--- config.mk ---
export PLATFORM = sky130hd
export DESIGN_NAME = dma_engine_flat
export DESIGN_NICKNAME = d
export VERILOG_FILES = /design/src/rtl/dma_engine_if.sv /design/src/rtl/dma_engine.sv /design/src/flat_wrapper.sv
export SDC_FILE = /design/constraint.sdc
export NUM_CORES = 1
export LEC_CHECK = 0
export ABC_AREA = 1
export BUFFER_PORTS_ARGS = -buffer_cell sky130_fd_sc_hd__buf_2
export CAP_MARGIN = 10
export CORE_MARGIN = 10
export CORE_UTILIZATION = 51
export CTS_CLUSTER_DIAMETER = 120
export DETAILED_ROUTE_END_ITERATION = 10
export PLACE_DENSITY = 0.84
export SLEW_MARGIN = 25
export SYNTH_ARGS = -nofsm -noshare
export SYNTH_HDL_FRONTEND = slang
export SYNTH_SLANG_ARGS = --single-unit
--- constraint.sdc ---
create_clock -name clk -period 3.5 [get_ports clk]
set_input_delay 0.175 -clock clk [delete_from_list [all_inputs] [get_ports clk]]
set_output_delay 0.175 -clock clk [all_outputs]
set_load 0.01 [all_outputs]
--- src/rtl/dma_engine_if.sv ---
// Bus bundle between simt_group, the scratchpad port and the DRAM port of
// dma_engine. The engine uses the master view; the surrounding system (or a
// bench) uses the slave view.
interface dma_engine_if #(
    parameter int SRAM_AW = 14,
    parameter int DRAM_AW = 32
);
    // command side (from simt_group)
    logic [1:0]         dmaCmd;
    logic [31:0]        dmaSrcAddress;
    logic [31:0]        dmaDstAddress;
    logic [9:0]         dmaWidth;
    logic               dmaStall;
    logic               dmaDone;
    logic               dmaErr;

    // scratchpad port
    logic [SRAM_AW-1:0] sramAddr;
    logic               sramWe;
    logic [31:0]        sramWd;
    logic [31:0]        sramRd;

    // DRAM single-outstanding request port
    logic               dramReq;
    logic               dramWe;
    logic [DRAM_AW-1:0] dramAddr;
    logic [31:0]        dramWd;
    logic               dramAck;
    logic [31:0]        dramRd;

    modport master (
        input  dmaCmd, dmaSrcAddress, dmaDstAddress, dmaWidth,
        output dmaStall, dmaDone, dmaErr,
        output sramAddr, sramWe, sramWd,
        input  sramRd,
        output dramReq, dramWe, dramAddr, dramWd,
        input  dramAck, dramRd
    );

    modport slave (
        output dmaCmd, dmaSrcAddress, dmaDstAddress, dmaWidth,
        input  dmaStall, dmaDone, dmaErr,
        input  sramAddr, sramWe, sramWd,
        output sramRd,
        input  dramReq, dramWe, dramAddr, dramWd,
        output dramAck, dramRd
    );
endinterface

--- src/rtl/dma_engine.sv ---
// dma_engine: moves blocks of 32-bit words between DRAM and the scratchpad
// SRAM, one word at a time, while holding the issuing SIMT group stalled.
// d2s costs 2 cycles/word and s2d 3 cycles/word with a zero-wait DRAM ack.
// Optional feature macro: DMA_ALIGN_CHECK_EN -- rejects misaligned byte
// addresses and SRAM ranges running past the top of the scratchpad, reporting
// dmaErr with the dmaDone pulse. Without it, dmaErr is tied low and SRAM word
// addresses simply wrap.
module dma_engine #(
    parameter int SRAM_AW = 14,
    parameter int DRAM_AW = 32
) (
    input logic          clk,
    input logic          reset,
    dma_engine_if.master bus
);

    typedef enum logic [2:0] {
        IDLE    = 3'd0,
        D2S_REQ = 3'd1,
        D2S_WR  = 3'd2,
        S2D_RD  = 3'd3,
        S2D_CAP = 3'd4,
        S2D_REQ = 3'd5,
        DONE    = 3'd6
    } state_t;

    state_t      state;
    state_t      state_next;

    // parameters latched at accept; later input changes are ignored
    logic [31:0] src_addr;
    logic [31:0] dst_addr;
    logic [9:0]  width;
    // index of the word currently in flight
    logic [9:0]  n;
    // word in transit between the two memories
    logic [31:0] word;

    logic        cmd_valid;
    logic        accept;
    logic        last;
    logic        err_now;

    // SRAM word address of element idx of a block, wrapping at 2^SRAM_AW
    function automatic logic [SRAM_AW-1:0] sram_word(input logic [SRAM_AW-1:0] base,
                                                     input logic [9:0]         idx);
        return base + SRAM_AW'(idx);
    endfunction

    // DRAM byte address of element idx of a block, wrapping at 2^DRAM_AW
    function automatic logic [DRAM_AW-1:0] dram_byte(input logic [31:0] base,
                                                     input logic [9:0]  idx);
        return DRAM_AW'(base + {20'd0, idx, 2'b00});
    endfunction

    // only the two transfer opcodes start work; 11 is ignored like 00
    assign cmd_valid = (bus.dmaCmd == 2'b01) || (bus.dmaCmd == 2'b10);
    assign accept    = (state == IDLE) && cmd_valid;
    assign last      = ((n + 10'd1) == width);

`ifdef DMA_ALIGN_CHECK_EN
    localparam logic [SRAM_AW+10:0] SRAM_WORDS = (SRAM_AW+11)'(1) << SRAM_AW;

    logic [SRAM_AW-1:0]  side_word;
    logic [SRAM_AW+10:0] range_end;
    logic                err;

    // the SRAM side is the destination for d2s and the source for s2d
    assign side_word = (bus.dmaCmd == 2'b01) ? bus.dmaDstAddress[SRAM_AW+1:2]
                                             : bus.dmaSrcAddress[SRAM_AW+1:2];
    // one past the last SRAM word touched; wide enough not to wrap
    assign range_end = (SRAM_AW+11)'(side_word) + (SRAM_AW+11)'(bus.dmaWidth);
    assign err_now   = (bus.dmaSrcAddress[1:0] != 2'b00) ||
                       (bus.dmaDstAddress[1:0] != 2'b00) ||
                       (range_end > SRAM_WORDS);

    // remember whether the accepted command was rejected, for the DONE cycle
    always_ff @(posedge clk) begin
        if (reset) begin
            err <= 1'b0;
        end else if (accept) begin
            err <= err_now;
        end
    end
`else
    assign err_now = 1'b0;
`endif

    // state register
    always_ff @(posedge clk) begin
        if (reset) begin
            state <= IDLE;
        end else begin
            state <= state_next;
        end
    end

    // next-state selection
    always_comb begin
        state_next = state;
        case (state)
            IDLE: begin
                if (accept) begin
                    if (err_now || (bus.dmaWidth == 10'd0)) begin
                        state_next = DONE;
                    end else if (bus.dmaCmd == 2'b01) begin
                        state_next = D2S_REQ;
                    end else begin
                        state_next = S2D_RD;
                    end
                end
            end
            D2S_REQ: begin
                if (bus.dramAck) begin
                    state_next = D2S_WR;
                end
            end
            D2S_WR: begin
                state_next = last ? DONE : D2S_REQ;
            end
            S2D_RD: begin
                state_next = S2D_CAP;
            end
            S2D_CAP: begin
                state_next = S2D_REQ;
            end
            S2D_REQ: begin
                if (bus.dramAck) begin
                    state_next = last ? DONE : S2D_RD;
                end
            end
            DONE: begin
                state_next = IDLE;
            end
            default: begin
                state_next = IDLE;
            end
        endcase
    end

    // latch the command at accept and advance the word index per transfer
    always_ff @(posedge clk) begin
        if (reset) begin
            src_addr <= 32'd0;
            dst_addr <= 32'd0;
            width    <= 10'd0;
            n        <= 10'd0;
        end else begin
            case (state)
                IDLE: begin
                    if (accept) begin
                        src_addr <= bus.dmaSrcAddress;
                        dst_addr <= bus.dmaDstAddress;
                        width    <= bus.dmaWidth;
                        n        <= 10'd0;
                    end
                end
                D2S_WR: begin
                    n <= n + 10'd1;
                end
                S2D_REQ: begin
                    if (bus.dramAck) begin
                        n <= n + 10'd1;
                    end
                end
                default: begin
                end
            endcase
        end
    end

    // capture the word in transit: DRAM read data on ack, SRAM read data one
    // cycle after its address was presented
    always_ff @(posedge clk) begin
        if ((state == D2S_REQ) && bus.dramAck) begin
            word <= bus.dramRd;
        end else if (state == S2D_CAP) begin
            word <= bus.sramRd;
        end
    end

    // drive the memory ports and status outputs from the current state;
    // request fields depend only on latched registers so they hold steady
    // for as long as dramReq waits for its ack
    always_comb begin
        bus.sramAddr = '0;
        bus.sramWe   = 1'b0;
        bus.sramWd   = 32'd0;
        bus.dramReq  = 1'b0;
        bus.dramWe   = 1'b0;
        bus.dramAddr = '0;
        bus.dramWd   = 32'd0;
        bus.dmaDone  = 1'b0;
        bus.dmaErr   = 1'b0;
        case (state)
            D2S_REQ: begin
                bus.dramReq  = 1'b1;
                bus.dramAddr = dram_byte(src_addr, n);
            end
            D2S_WR: begin
                bus.sramWe   = 1'b1;
                bus.sramAddr = sram_word(dst_addr[SRAM_AW+1:2], n);
                bus.sramWd   = word;
            end
            S2D_RD: begin
                bus.sramAddr = sram_word(src_addr[SRAM_AW+1:2], n);
            end
            S2D_REQ: begin
                bus.dramReq  = 1'b1;
                bus.dramWe   = 1'b1;
                bus.dramAddr = dram_byte(dst_addr, n);
                bus.dramWd   = word;
            end
            DONE: begin
                bus.dmaDone  = 1'b1;
`ifdef DMA_ALIGN_CHECK_EN
                bus.dmaErr   = err;
`endif
            end
            default: begin
            end
        endcase
        // stall in the very cycle a command appears, released on the done pulse
        bus.dmaStall = cmd_valid && (state != DONE);
    end

endmodule
--- src/flat_wrapper.sv ---
// flat-port wrapper written by rule: the top's interface ports become plain ports
module dma_engine_flat 
#(
    parameter int SRAM_AW = 14,
    parameter int DRAM_AW = 32
)
  (clk, reset, bus_dmaCmd, bus_dmaSrcAddress, bus_dmaDstAddress, bus_dmaWidth, bus_dmaStall, bus_dmaDone, bus_dmaErr, bus_sramAddr, bus_sramWe, bus_sramWd, bus_sramRd, bus_dramReq, bus_dramWe, bus_dramAddr, bus_dramWd, bus_dramAck, bus_dramRd);
  dma_engine_if #(.SRAM_AW(SRAM_AW), .DRAM_AW(DRAM_AW)) bus_i ();
  input logic clk;
  input logic reset;
  input wire logic [$bits(bus_i.dmaCmd)-1:0] bus_dmaCmd;
  input wire logic [$bits(bus_i.dmaSrcAddress)-1:0] bus_dmaSrcAddress;
  input wire logic [$bits(bus_i.dmaDstAddress)-1:0] bus_dmaDstAddress;
  input wire logic [$bits(bus_i.dmaWidth)-1:0] bus_dmaWidth;
  output wire logic [$bits(bus_i.dmaStall)-1:0] bus_dmaStall;
  output wire logic [$bits(bus_i.dmaDone)-1:0] bus_dmaDone;
  output wire logic [$bits(bus_i.dmaErr)-1:0] bus_dmaErr;
  output wire logic [$bits(bus_i.sramAddr)-1:0] bus_sramAddr;
  output wire logic [$bits(bus_i.sramWe)-1:0] bus_sramWe;
  output wire logic [$bits(bus_i.sramWd)-1:0] bus_sramWd;
  input wire logic [$bits(bus_i.sramRd)-1:0] bus_sramRd;
  output wire logic [$bits(bus_i.dramReq)-1:0] bus_dramReq;
  output wire logic [$bits(bus_i.dramWe)-1:0] bus_dramWe;
  output wire logic [$bits(bus_i.dramAddr)-1:0] bus_dramAddr;
  output wire logic [$bits(bus_i.dramWd)-1:0] bus_dramWd;
  input wire logic [$bits(bus_i.dramAck)-1:0] bus_dramAck;
  input wire logic [$bits(bus_i.dramRd)-1:0] bus_dramRd;
  assign bus_i.dmaCmd = bus_dmaCmd;
  assign bus_i.dmaSrcAddress = bus_dmaSrcAddress;
  assign bus_i.dmaDstAddress = bus_dmaDstAddress;
  assign bus_i.dmaWidth = bus_dmaWidth;
  assign bus_dmaStall = bus_i.dmaStall;
  assign bus_dmaDone = bus_i.dmaDone;
  assign bus_dmaErr = bus_i.dmaErr;
  assign bus_sramAddr = bus_i.sramAddr;
  assign bus_sramWe = bus_i.sramWe;
  assign bus_sramWd = bus_i.sramWd;
  assign bus_i.sramRd = bus_sramRd;
  assign bus_dramReq = bus_i.dramReq;
  assign bus_dramWe = bus_i.dramWe;
  assign bus_dramAddr = bus_i.dramAddr;
  assign bus_dramWd = bus_i.dramWd;
  assign bus_i.dramAck = bus_dramAck;
  assign bus_i.dramRd = bus_dramRd;
  dma_engine #(.SRAM_AW(SRAM_AW), .DRAM_AW(DRAM_AW)) u_core (.clk(clk), .reset(reset), .bus(bus_i));
endmodule
==> summary.md, run 1 <==
| Metric | Value |
|---|---|
| DR WL/cell | `16.8 um` |
| Kind of critical path | `register to output pin` |
| Post-synth EDFFs | `32` |
| Routed wire length | `26,400 um` |
| Fin. max-slew vios | `0` |
| CTS tree | `built` |
| Worst-Margin Slew | `0.609 ns` |
| GPL Wtd Cong | `0.989` |
| Maxcap violations | `0` |
| Status | `finished clean` |
| # IOs | `259` |
| Final Critical Period | `3.32 ns` |
| Drt drc | `0` |
| Die X | `142 um` |
| Cell Area, Placed | `9010 um2` |
| Hold crit path type | `input pin to register` |
| Fin nets | `1,543` |
| CP required | `3.32 ns` |
| Crit Path Max Fanout | `19` |
| Clk buf depth | `2` |
| GRT Residual Overflow | `0` |
| CP Launch Point | `u_core.state[1]` |
| Syn nets | `1,279` |
| First-pass GRT wire length | `40,200 um` |
| Via count | `8,434` |
| Die ar. | `20,200 um2` |
| Setup tns final | `0 ns` |
| Final Cycle Share | `94.8%` |
| Antenna viol nets, final | `0` |
| Vias per cell | `5.36` |
| Place WS | `0.472 ns` |
| Top-count cell post-synth | `nor2_1` |
| Synth cell types | `48` |
| Final instance area | `9870 um2` |
| CTS buffer count | `17` |
| Clk_lat worst skew | `0.43 ns` |
| Root Driver | `clkbuf_16` |
| Power Density | `634 nW/um2` |
| Final setup viols | `0` |
| Fin. Hold Viols | `0` |
| Worst r2r src | `u_core.state[0]` |
| Initial Util | `52.1%` |
| Post-DP HPWL | `20,400 um` |
| Top_reg_cell synth | `dfxtp_1` |
| Overall global routing resource usage | `24.7%` |
| Ys async rst share | `0%` |
| H-tree levels | `4` |
| Share of the synthesized area in the top cell type | `22.9%` |
| Synthesis warning total | `0` |
| Row count | `44` |
| CP Launch Type | `register` |
| Cells after Synth | `1,112` |
| P_leak | `4.71 nW` |
| Total core area | `14,600 um2` |
| Worst setup margin | `0.183 ns` |
| Worst Clk Skew | `0.0146 ns` |
| Layout cells sized above 1 | `28.0%` |
| Input/output buffers | `257` |
| Crit end category | `output pin` |
| Clk sinks | `119` |
| Number of global-route vias before repair | `7,869` |
| Avg Cell Area, Syn | `6.84 um2` |
| DR pass1 iterations | `6` |
| Max-slew headroom | `59.3%` |
| Worst VDD drop | `0.366 mV` |
| Largest net degree at the start of global routing | `86` |
| Initial antenna violation count | `0` |
| Sequential area share after synthesis | `35.5%` |
| Area grow syn2layout | `29.9%` |
| Post-synth top cells | `nor2_1 (179), nand2_1 (176), inv_1 (150)` |
| Synth Cell Area | `7600 um2` |
| Hold Crit Start | `bus_dmaDstAddress[20]` |
| Max Freq | `0.301 GHz` |
| DR iter-0 viols | `681` |
| Worst Path Arrival | `3.14 ns` |
| Die H | `142 um` |
| Ranking of synthesized cells by area | `dfxtp_1 (23%), edfxtp_1 (13%), nor2_1 (8.8%), nand2_1 (8.7%), o21ai_0 (8.7%)` |
| Diode count | `0` |
| Top cell type by total area after synthesis | `dfxtp_1` |
| Synthesis-stage register bit count | `119` |
| Clock slew at reported path FFs | `0.06 ns` |
cells by family (layout without fill, tap and decap cells):
group           after synthesis  after routing  synth area share (%)
fa+ha+maj                    24             24                  4.15
xor+xnor                      5              5                 0.576
flops                       119            119                  35.5
other cells                   1              1                0.0493
buf+inv                     204            480                  10.5
simple gates                443            443                  24.4
compound gates              284            285                  20.0
mux                          32             32                  4.74
cells in the final DEF (no fill, tap or decap), drive strengths merged, types with 3 or more instances in the layout:
master	count
nand3	48
nor2	189
nand2	179
nor3	13
buf	271
edfxtp	32
o21a	3
clkbuf	18
o21ai	151
o31ai	3
a21oi	115
inv	163
dlygate4sd3	21
nand4	7
xor2	3
mux2	32
o22ai	3
ha	22
clkinv	4
dfxtp	87
power breakdown:
group,switching (mW),internal (mW),leakage (nW)
sequential,0.180,1.82,1.01
clock,0.705,0.994,0.278
combinational,1.70,0.858,3.43
layer usage:
metal	track usage [%]	routed length [um]	part of all wire, %	vias to the layer above
met3	7.08	2290	8.7	47
met4	9.31	697	2.6	0
li1	-	-	-	4181
met2	40.3	12800	48	355
met1	30.2	10600	40	3851
met5	0	0	0	-
critical path, stage by stage (launching register included):
cell and delay [ns]:
dfxtp_1 0.42, inv_1 0.12, nor2_4 0.10, nand2_2 0.19, o21ai_0 0.42, inv_1 0.11
fa_1 0.45, inv_1 0.12, nand3_1 0.09, o2111ai_1 0.15, nand2_1 0.10, nand2_1 0.09
o21ai_0 0.08, o21a_1 0.13, buf_2 0.14
what timing repair did:
item                                   in CTS  in global routing
gates resized for setup                     0                 23
setup buffers                               0                  1
endpoints found under the hold margin      21                  0
setup endpoints to repair                   0                 56
hold buffers                               21                  0
layout make-up:
type	instances	area [um2]
tap	184	230
sequential	119	2710
fill	1339	4720
clock buffer	18	429
timing repair buffer	292	1610
multi-input combinational	790	4170
clock inverter	14	138
inverter	156	591
stage by stage:
step                utilization, %  power [mW]  hold WS [ns]  instances
floorplan                        -        3.67         0.244       1112
global placement              61.8        4.45         0.398       1518
CTS                           67.1        6.22       0.00948       1571
global route                  67.7        6.68        0.0398       1573
finish                        67.7        6.26        0.0250       1573
detailed placement            61.8        4.50         0.402       1518
worst paths after layout:
| kind | end | slack (ns) | cells after the start |
|---|---|---|---|
| max reg2reg | u_core.word[9] | 0.95 | 9 |
| min reg2reg | u_core.src_addr[24] | 0.45 | 2 |
| min | u_core.dst_addr[20] | 0.03 | 3 |
| max | bus_sramAddr[12] | 0.18 | 14 |
registers in the layout (all words and copies together) (netlist names):
name,flops
u_core.src_addr,32
u_core.word,32
u_core.dst_addr,32
u_core.state,3
u_core.width,10
u_core.n,10
Note: power is estimated with default switching activity, not from simulation.
==> inputs of run 2 (changes only) <==
Settings changed: CORE_UTILIZATION 51 to 40, PLACE_DENSITY 0.84 to 0.69.
Clock period 3.5 ns to 3.07 ns, I/O delays scaled along.
==> run 2 against run 1 <==
The flow now finishes with violations (setup timing). Highest routed layer unchanged. Design area increased by 11%. Worst hold slack got worse by 0.021 ns. Clock-buffer cell count increased by 6. First-iteration DRC count increased by 0.44%.
==> summary.md, run 2 (synthesis gave the netlist of run 1 again) <==
| Metric | Value |
|---|---|
| Status | `complete, but fails checks` |
| Failing checks | `setup timing` |
| Diode count | `0` |
| Root Driver | `clkbuf_16` |
| CP delay by family, top | `compound AO/OA/AOI/OAI gates` |
| Area grow syn2layout | `43.9%` |
| GPL Wtd Cong | `0.908` |
| Row count | `50` |
| DR pass1 iterations | `5` |
| FF-to-FF setup slack | `0.44 ns` |
| Cell Area, Placed | `9150 um2` |
| Max Freq | `0.311 GHz` |
| R2r worst-path depth | `9` |
| Maxcap violations | `0` |
| DR WL/cell | `17.4 um` |
| Number of global-route vias before repair | `8,006` |
| Largest net degree at the start of global routing | `93` |
| Crit Path Max Fanout | `11` |
| Clk_lat worst skew | `0.43 ns` |
| Antenna viol nets, final | `0` |
| Hold crit path type | `input pin to register` |
| Final hold slack | `0.00451 ns` |
| Final Cycle Share | `105%` |
| Final instance area | `10,900 um2` |
| CP required | `2.92 ns` |
| Total core area | `18,700 um2` |
| First-pass GRT wire length | `42,100 um` |
| Comb pwr share | `44.4%` |
| CP Launch Type | `register` |
| Commonest non-fill, non-tap cells in the layout | `buf_2 (254), nor2_1 (172), nand2_1 (154)` |
| Clock group share of total power | `26.2%` |
| Net Sw Power | `3.18 mW` |
| Regs by FF count | `u_core.dst_addr x32, u_core.src_addr x32, u_core.word x32` |
| Setup tns final | `-0.869 ns` |
| Via count | `8,599` |
| Fin. Hold Viols | `0` |
| Input/output buffers | `257` |
| Crit end category | `output pin` |
| Worst hold endpoint | `u_core.dst_addr[19]` |
| Worst path max stage delay | `0.36 ns` |
| Die H | `158 um` |
| Inst Count DP | `1,577` |
| Final Critical Period | `3.21 ns` |
| Clock slew at reported path FFs | `0.06 ns` |
| Bufs and invs on worst path | `4` |
| WHS Path Cells | `3` |
| Initial antenna violation count | `0` |
| Hold Crit Start | `bus_dmaDstAddress[19]` |
| Crit-path slowest cell | `dfxtp_4` |
| Worst setup margin | `-0.144 ns` |
| Die X | `158 um` |
| Fin. max-slew vios | `0` |
| H-tree levels | `4` |
| DR iter-0 viols | `684` |
| Internal | `4.59 mW` |
| Initial Util | `40.6%` |
| Worst Path Arrival | `3.06 ns` |
| Post-DP HPWL | `21,200 um` |
| Flop pwr share | `29.3%` |
| P_leak | `5.18 nW` |
| Drt drc | `0` |
| Clk sinks | `119` |
| Power Density | `710 nW/um2` |
| Final setup viols | `16` |
| GRT Residual Overflow | `0` |
| Layout cells sized above 1 | `36.1%` |
| Kind of critical path | `register to output pin` |
| Worst r2r dst | `u_core.word[30]` |
| Vias per cell | `5.12` |
| Die ar. | `24,900 um2` |
| CTS tree | `built` |
| Place WS | `0.164 ns` |
| Commonest non-fill, non-tap cell in the layout | `buf_2` |
| RSZ-0062 raised after global routing | `true` |
| Routed wire length | `29,200 um` |
| Worst Clk Skew | `0.00730 ns` |
| Crit-path cells | `nor2_4 > buf_12 > nand2_8 > o21ai_4 > ha_4 > buf_4 > a21oi_4 > o21ai_2 > nand2_1 > nand4_1 > buf_4 > nand3_4 > o21ai_0 > a21oi_1 > buf_2` |
| Final Core Density | `58.5%` |
| Pwr Total | `7.77 mW` |
| # IOs | `259` |
| Fin nets | `1,600` |
| Worst r2r src | `u_core.state[1]` |
| CP dominant cell by count | `buf_4` |
| Sw Share | `40.9%` |
| Non-Filler Instances | `1,680` |
| CTS buffer count | `17` |
| Clk buf depth | `2` |
| Worst VDD drop | `0.503 mV` |
| Overall global routing resource usage | `21.4%` |
## run 2: cell count changes in the layout (fill, tap and decap cells not counted), moves of 7 or more
cell / change
inv_6: -7
nand2_1: -18
buf_4: +45
o21ai_0: -26
a21oi_1: -14
a21oi_2: +10
nand2_2: +16
o21ai_1: +11
inv_2: +8
o21ai_2: +13
inv_1: -8
ha_1: -8
## run 2: layout make-up
type	count	area (um2)
Inverter	156	589
Clock buffer	24	557
Fill cell	1756	7760
Multi-Input combinational cell	793	4620
Tap cell	234	293
Timing Repair Buffer	346	2110
Clock inverter	8	52.6
Sequential cell	119	2710
## run 2: worst reg2reg max path: cells and delay by family (launching register included)
family	cells	cell delay, ns
buffers and inverters	5	1.35
flip-flops	1	0.36
AND/OR/NAND/NOR	4	0.54
## run 2: power by group through the flow
stage / sequential, mW / combinational (mW) / clock, mW
final: 2.28 / 3.45 / 2.04
after global routing: 2.32 / 3.81 / 2.13
after CTS: 2.27 / 3.07 / 2.06
after detailed placement: 2.29 / 2.87 / 0
after global placement: 2.29 / 2.85 / 0
after floorplan: 2.25 / 1.94 / 0
## run 2: how the worst max path moves through the flow
stage	startpoint	endpoint	slack, ns	cells past startpoint
global placement	u_core.state[1]	bus_sramAddr[8]	0.20	14
global route	u_core.state[1]	bus_dramAddr[25]	-0.26	17
detailed placement	u_core.state[0]	bus_dramAddr[28]	0.16	17
finish	u_core.state[1]	bus_dramAddr[14]	-0.14	15
floorplan	u_core.state[0]	bus_dramAddr[28]	0.0003	20
CTS	u_core.state[0]	bus_dramAddr[28]	-0.02	18
## run 2: timing repair
action                                  4_1_cts  5_1_grt
hold buffers                                 23        0
setup buffers                                22       23
hold endpoints to repair                     23        0
cloned                                        2        2
endpoints found under the setup margin       31       32
resized for setup                            50      108
pin swaps                                    22       35
## run 2: layer usage
metal | part of all wire [%] | track usage (%) | wire length [um]
met2 | 50 | 35.4 | 14600
met5 | 0 | 0 | 0
met1 | 42 | 26.6 | 12200
met4 | 2.1 | 7.52 | 618
met3 | 6.2 | 4.83 | 1810
==> inputs of run 3 (changes only) <==
Settings changed: CORE_MARGIN 10 to 3, CORE_UTILIZATION 40 to 51, PLACE_DENSITY 0.69 to 0.84.
==> run 3 against run 2 <==
The run still ends with setup timing left. Power up 2.3%. Clock skew about the same. Global-route usage up 8.8 points. Via count up 5.4%. Cell count down 4.1%. First-iteration DRC count up 35%. Combinational power up 4%. Die area down 34%. Non-clock buffer count down 12. Routed wire length down 1.8%. Sequential power about the same. Maximum frequency down 0.73%. Critical endpoint is now bus_dramAddr[22].
==> summary.md, run 3 (synthesis gave the netlist of run 1 again) <==
| Metric | Value |
|---|---|
| P_leak | `5.11 nW` |
| DR WL/cell | `17.8 um` |
| Worst Clk Skew | `0.00693 ns` |
| Hold Crit Start | `bus_dmaDstAddress[28]` |
| GRT Residual Overflow | `0` |
| Total core area | `14,200 um2` |
| Worst Path Arrival | `3.08 ns` |
| Clk_lat worst skew | `0.42 ns` |
| Final Cycle Share | `105%` |
| Clk buf depth | `2` |
| # IOs | `259` |
| Net Sw Power | `3.20 mW` |
| Fin. Hold Viols | `0` |
| Fin. max-slew vios | `0` |
| Fin nets | `1,588` |
| Worst-Margin Slew | `0.650 ns` |
| Number of global-route vias before repair | `7,951` |
| CP required | `2.92 ns` |
| DR iter-0 viols | `925` |
| Status | `complete, but fails checks` |
| Internal | `4.75 mW` |
| Maxcap violations | `0` |
| Worst hold endpoint | `u_core.dst_addr[28]` |
| Kind of critical path | `register to output pin` |
| Sw Share | `40.3%` |
| Regs by FF count | `u_core.dst_addr x32, u_core.src_addr x32, u_core.word x32` |
| Die X | `128 um` |
| Fillers | `1,001` |
| DR pass1 iterations | `7` |
| Commonest non-fill, non-tap cells in the layout | `buf_2 (256), nor2_1 (166), nand2_1 (148)` |
| Routed wire length | `28,600 um` |
| Antenna viol nets, final | `0` |
| Vias per cell | `5.62` |
| Power Density | `721 nW/um2` |
| FF-to-FF setup slack | `0.63 ns` |
| Met1 usage | `39.0%` |
| First-pass GRT wire length | `39,400 um` |
| Clk sinks | `119` |
| Failing checks | `setup timing` |
| Final setup viols | `20` |
| Most used routing layer | `met2` |
| Post-DP HPWL | `18,700 um` |
| Clock group share of total power | `26.3%` |
| Clock slew at reported path FFs | `0.06 ns` |
| CTS tree | `built` |
| R2r worst-path depth | `9` |
| CP Launch Type | `register` |
| Worst r2r src | `u_core.state[0]` |
| Diode count | `0` |
| Row count | `43` |
| Crit end category | `output pin` |
| Die H | `128 um` |
| Die ar. | `16,400 um2` |
| Max-slew headroom | `56.7%` |
| Final Critical Period | `3.24 ns` |
| Worst setup margin | `-0.167 ns` |
| Overall global routing resource usage | `30.2%` |
| Commonest non-fill, non-tap cell in the layout | `buf_2` |
| Initial Util | `53.5%` |
| H-tree levels | `4` |
| Worst VDD drop | `0.542 mV` |
| Pwr Total | `7.95 mW` |
| Comb pwr share | `45.0%` |
| RSZ-0062 raised after global routing | `true` |
| Met2 Track Usage GR | `50.3%` |
| Worst r2r dst | `u_core.word[11]` |
| Largest net degree at the start of global routing | `75` |
| Via count | `9,061` |
| Hold crit path type | `input pin to register` |
| WHS Path Cells | `3` |
| Place WS | `0.160 ns` |
| Root Driver | `clkbuf_16` |
| Flop pwr share | `28.7%` |
| Crit Path Max Fanout | `7` |
| Met3 global-route usage | `6.21%` |
| Max Freq | `0.309 GHz` |
| GPL Wtd Cong | `0.978` |
| Initial antenna violation count | `1` |
| Drt drc | `0` |
| Input/output buffers | `257` |
| CTS buffer count | `17` |
| Layout cells sized above 1 | `38.0%` |
| Area grow syn2layout | `45.1%` |
-- run 3: cell types whose count changed in the layout (fill, tap and decap cells not counted), moves of 4 or more --
cell and delta:
buf_4 -12, a21oi_2 +4, ha_1 -6, nor2_1 -6, a21oi_1 -6, nand2_1 -6
o21ai_4 +6, ha_4 +5
-- run 3: through the flow --
stage          utilization (%)  hold slack [ns]  TNS (ns)  area [um2]  cells
2_1_floorplan                -            0.215         0        7620   1112
3_3_place_gp              63.5            0.375         0        9020   1515
3_5_place_dp              63.5            0.380         0        9020   1515
4_1_cts                   71.7          0.00449    -0.104       10200   1586
5_1_grt                   77.7           0.0276     -4.52       11000   1611
6_report                  77.7           0.0147     -1.52       11000   1611
-- run 3: how the worst max path moves through the flow --
stage,from,to,slack [ns],depth (start not counted)
finish,u_core.state[0],bus_dramAddr[22],-0.17,17
global route,u_core.state[0],bus_dramAddr[28],-0.29,18
CTS,u_core.state[0],bus_dramAddr[28],-0.04,18
detailed placement,u_core.state[0],bus_dramAddr[24],0.16,17
global placement,u_core.state[1],bus_dramAddr[22],0.16,12
floorplan,u_core.state[0],bus_dramAddr[28],0.0003,20
-- run 3: worst max-delay path, stage by stage, from the launching register on --
cell,delay [ns]
dfxtp_4,0.35
inv_2,0.04
nor2_4,0.09
buf_12,0.15
nand2_8,0.08
nand2_1,0.10
o21ai_2,0.08
ha_4,0.32
nand2_2,0.11
nor3_4,0.22
nand3_2,0.08
nand4_1,0.21
buf_4,0.17
nand3_4,0.08
nor2_4,0.19
o21ai_2,0.07
a21oi_2,0.15
buf_2,0.15
-- run 3: timing repair --
action | 4_1_cts | 5_1_grt
buffers inserted | 18 | 25
setup endpoints to repair | 27 | 63
hold endpoints to repair | 21 | 0
cloned | 3 | 1
pin swaps | 19 | 61
hold buffers | 21 | 0
resized for setup | 54 | 163
-- run 3: power by group through the flow --
stage	logic [mW]	registers [mW]	clock network [mW]
4_1_cts	3.05	2.26	2.11
5_1_grt	3.88	2.31	2.18
3_3_place_gp	2.77	2.27	0
6_report	3.58	2.28	2.09
2_1_floorplan	1.94	2.25	0
3_5_place_dp	2.81	2.29	0
-- run 3: routing by layer --
layer  wire (um)  vias up  part of all wire [%]
met5          11        -                 0.038
met4        1160        2                   4.1
met3        2510       93                   8.8
met2       14100      535                    49
met1       10800     4164                    38
li1            -     4267                     -
-- run 3: final cells by class --
| type | count | area (um2) | area share [%] |
|---|---|---|---|
| well taps | 180 | 225 | 2.04 |
| repair buffers | 334 | 2020 | 18.3 |
| repair inverters | 1 | 7.51 | 0.0680 |
| clock buffers | 22 | 505 | 4.58 |
| clock inverters | 7 | 115 | 1.04 |
| inverters | 156 | 593 | 5.38 |
| flip-flops and latches | 119 | 2710 | 24.6 |
| multi-input cells | 792 | 4850 | 44.0 |
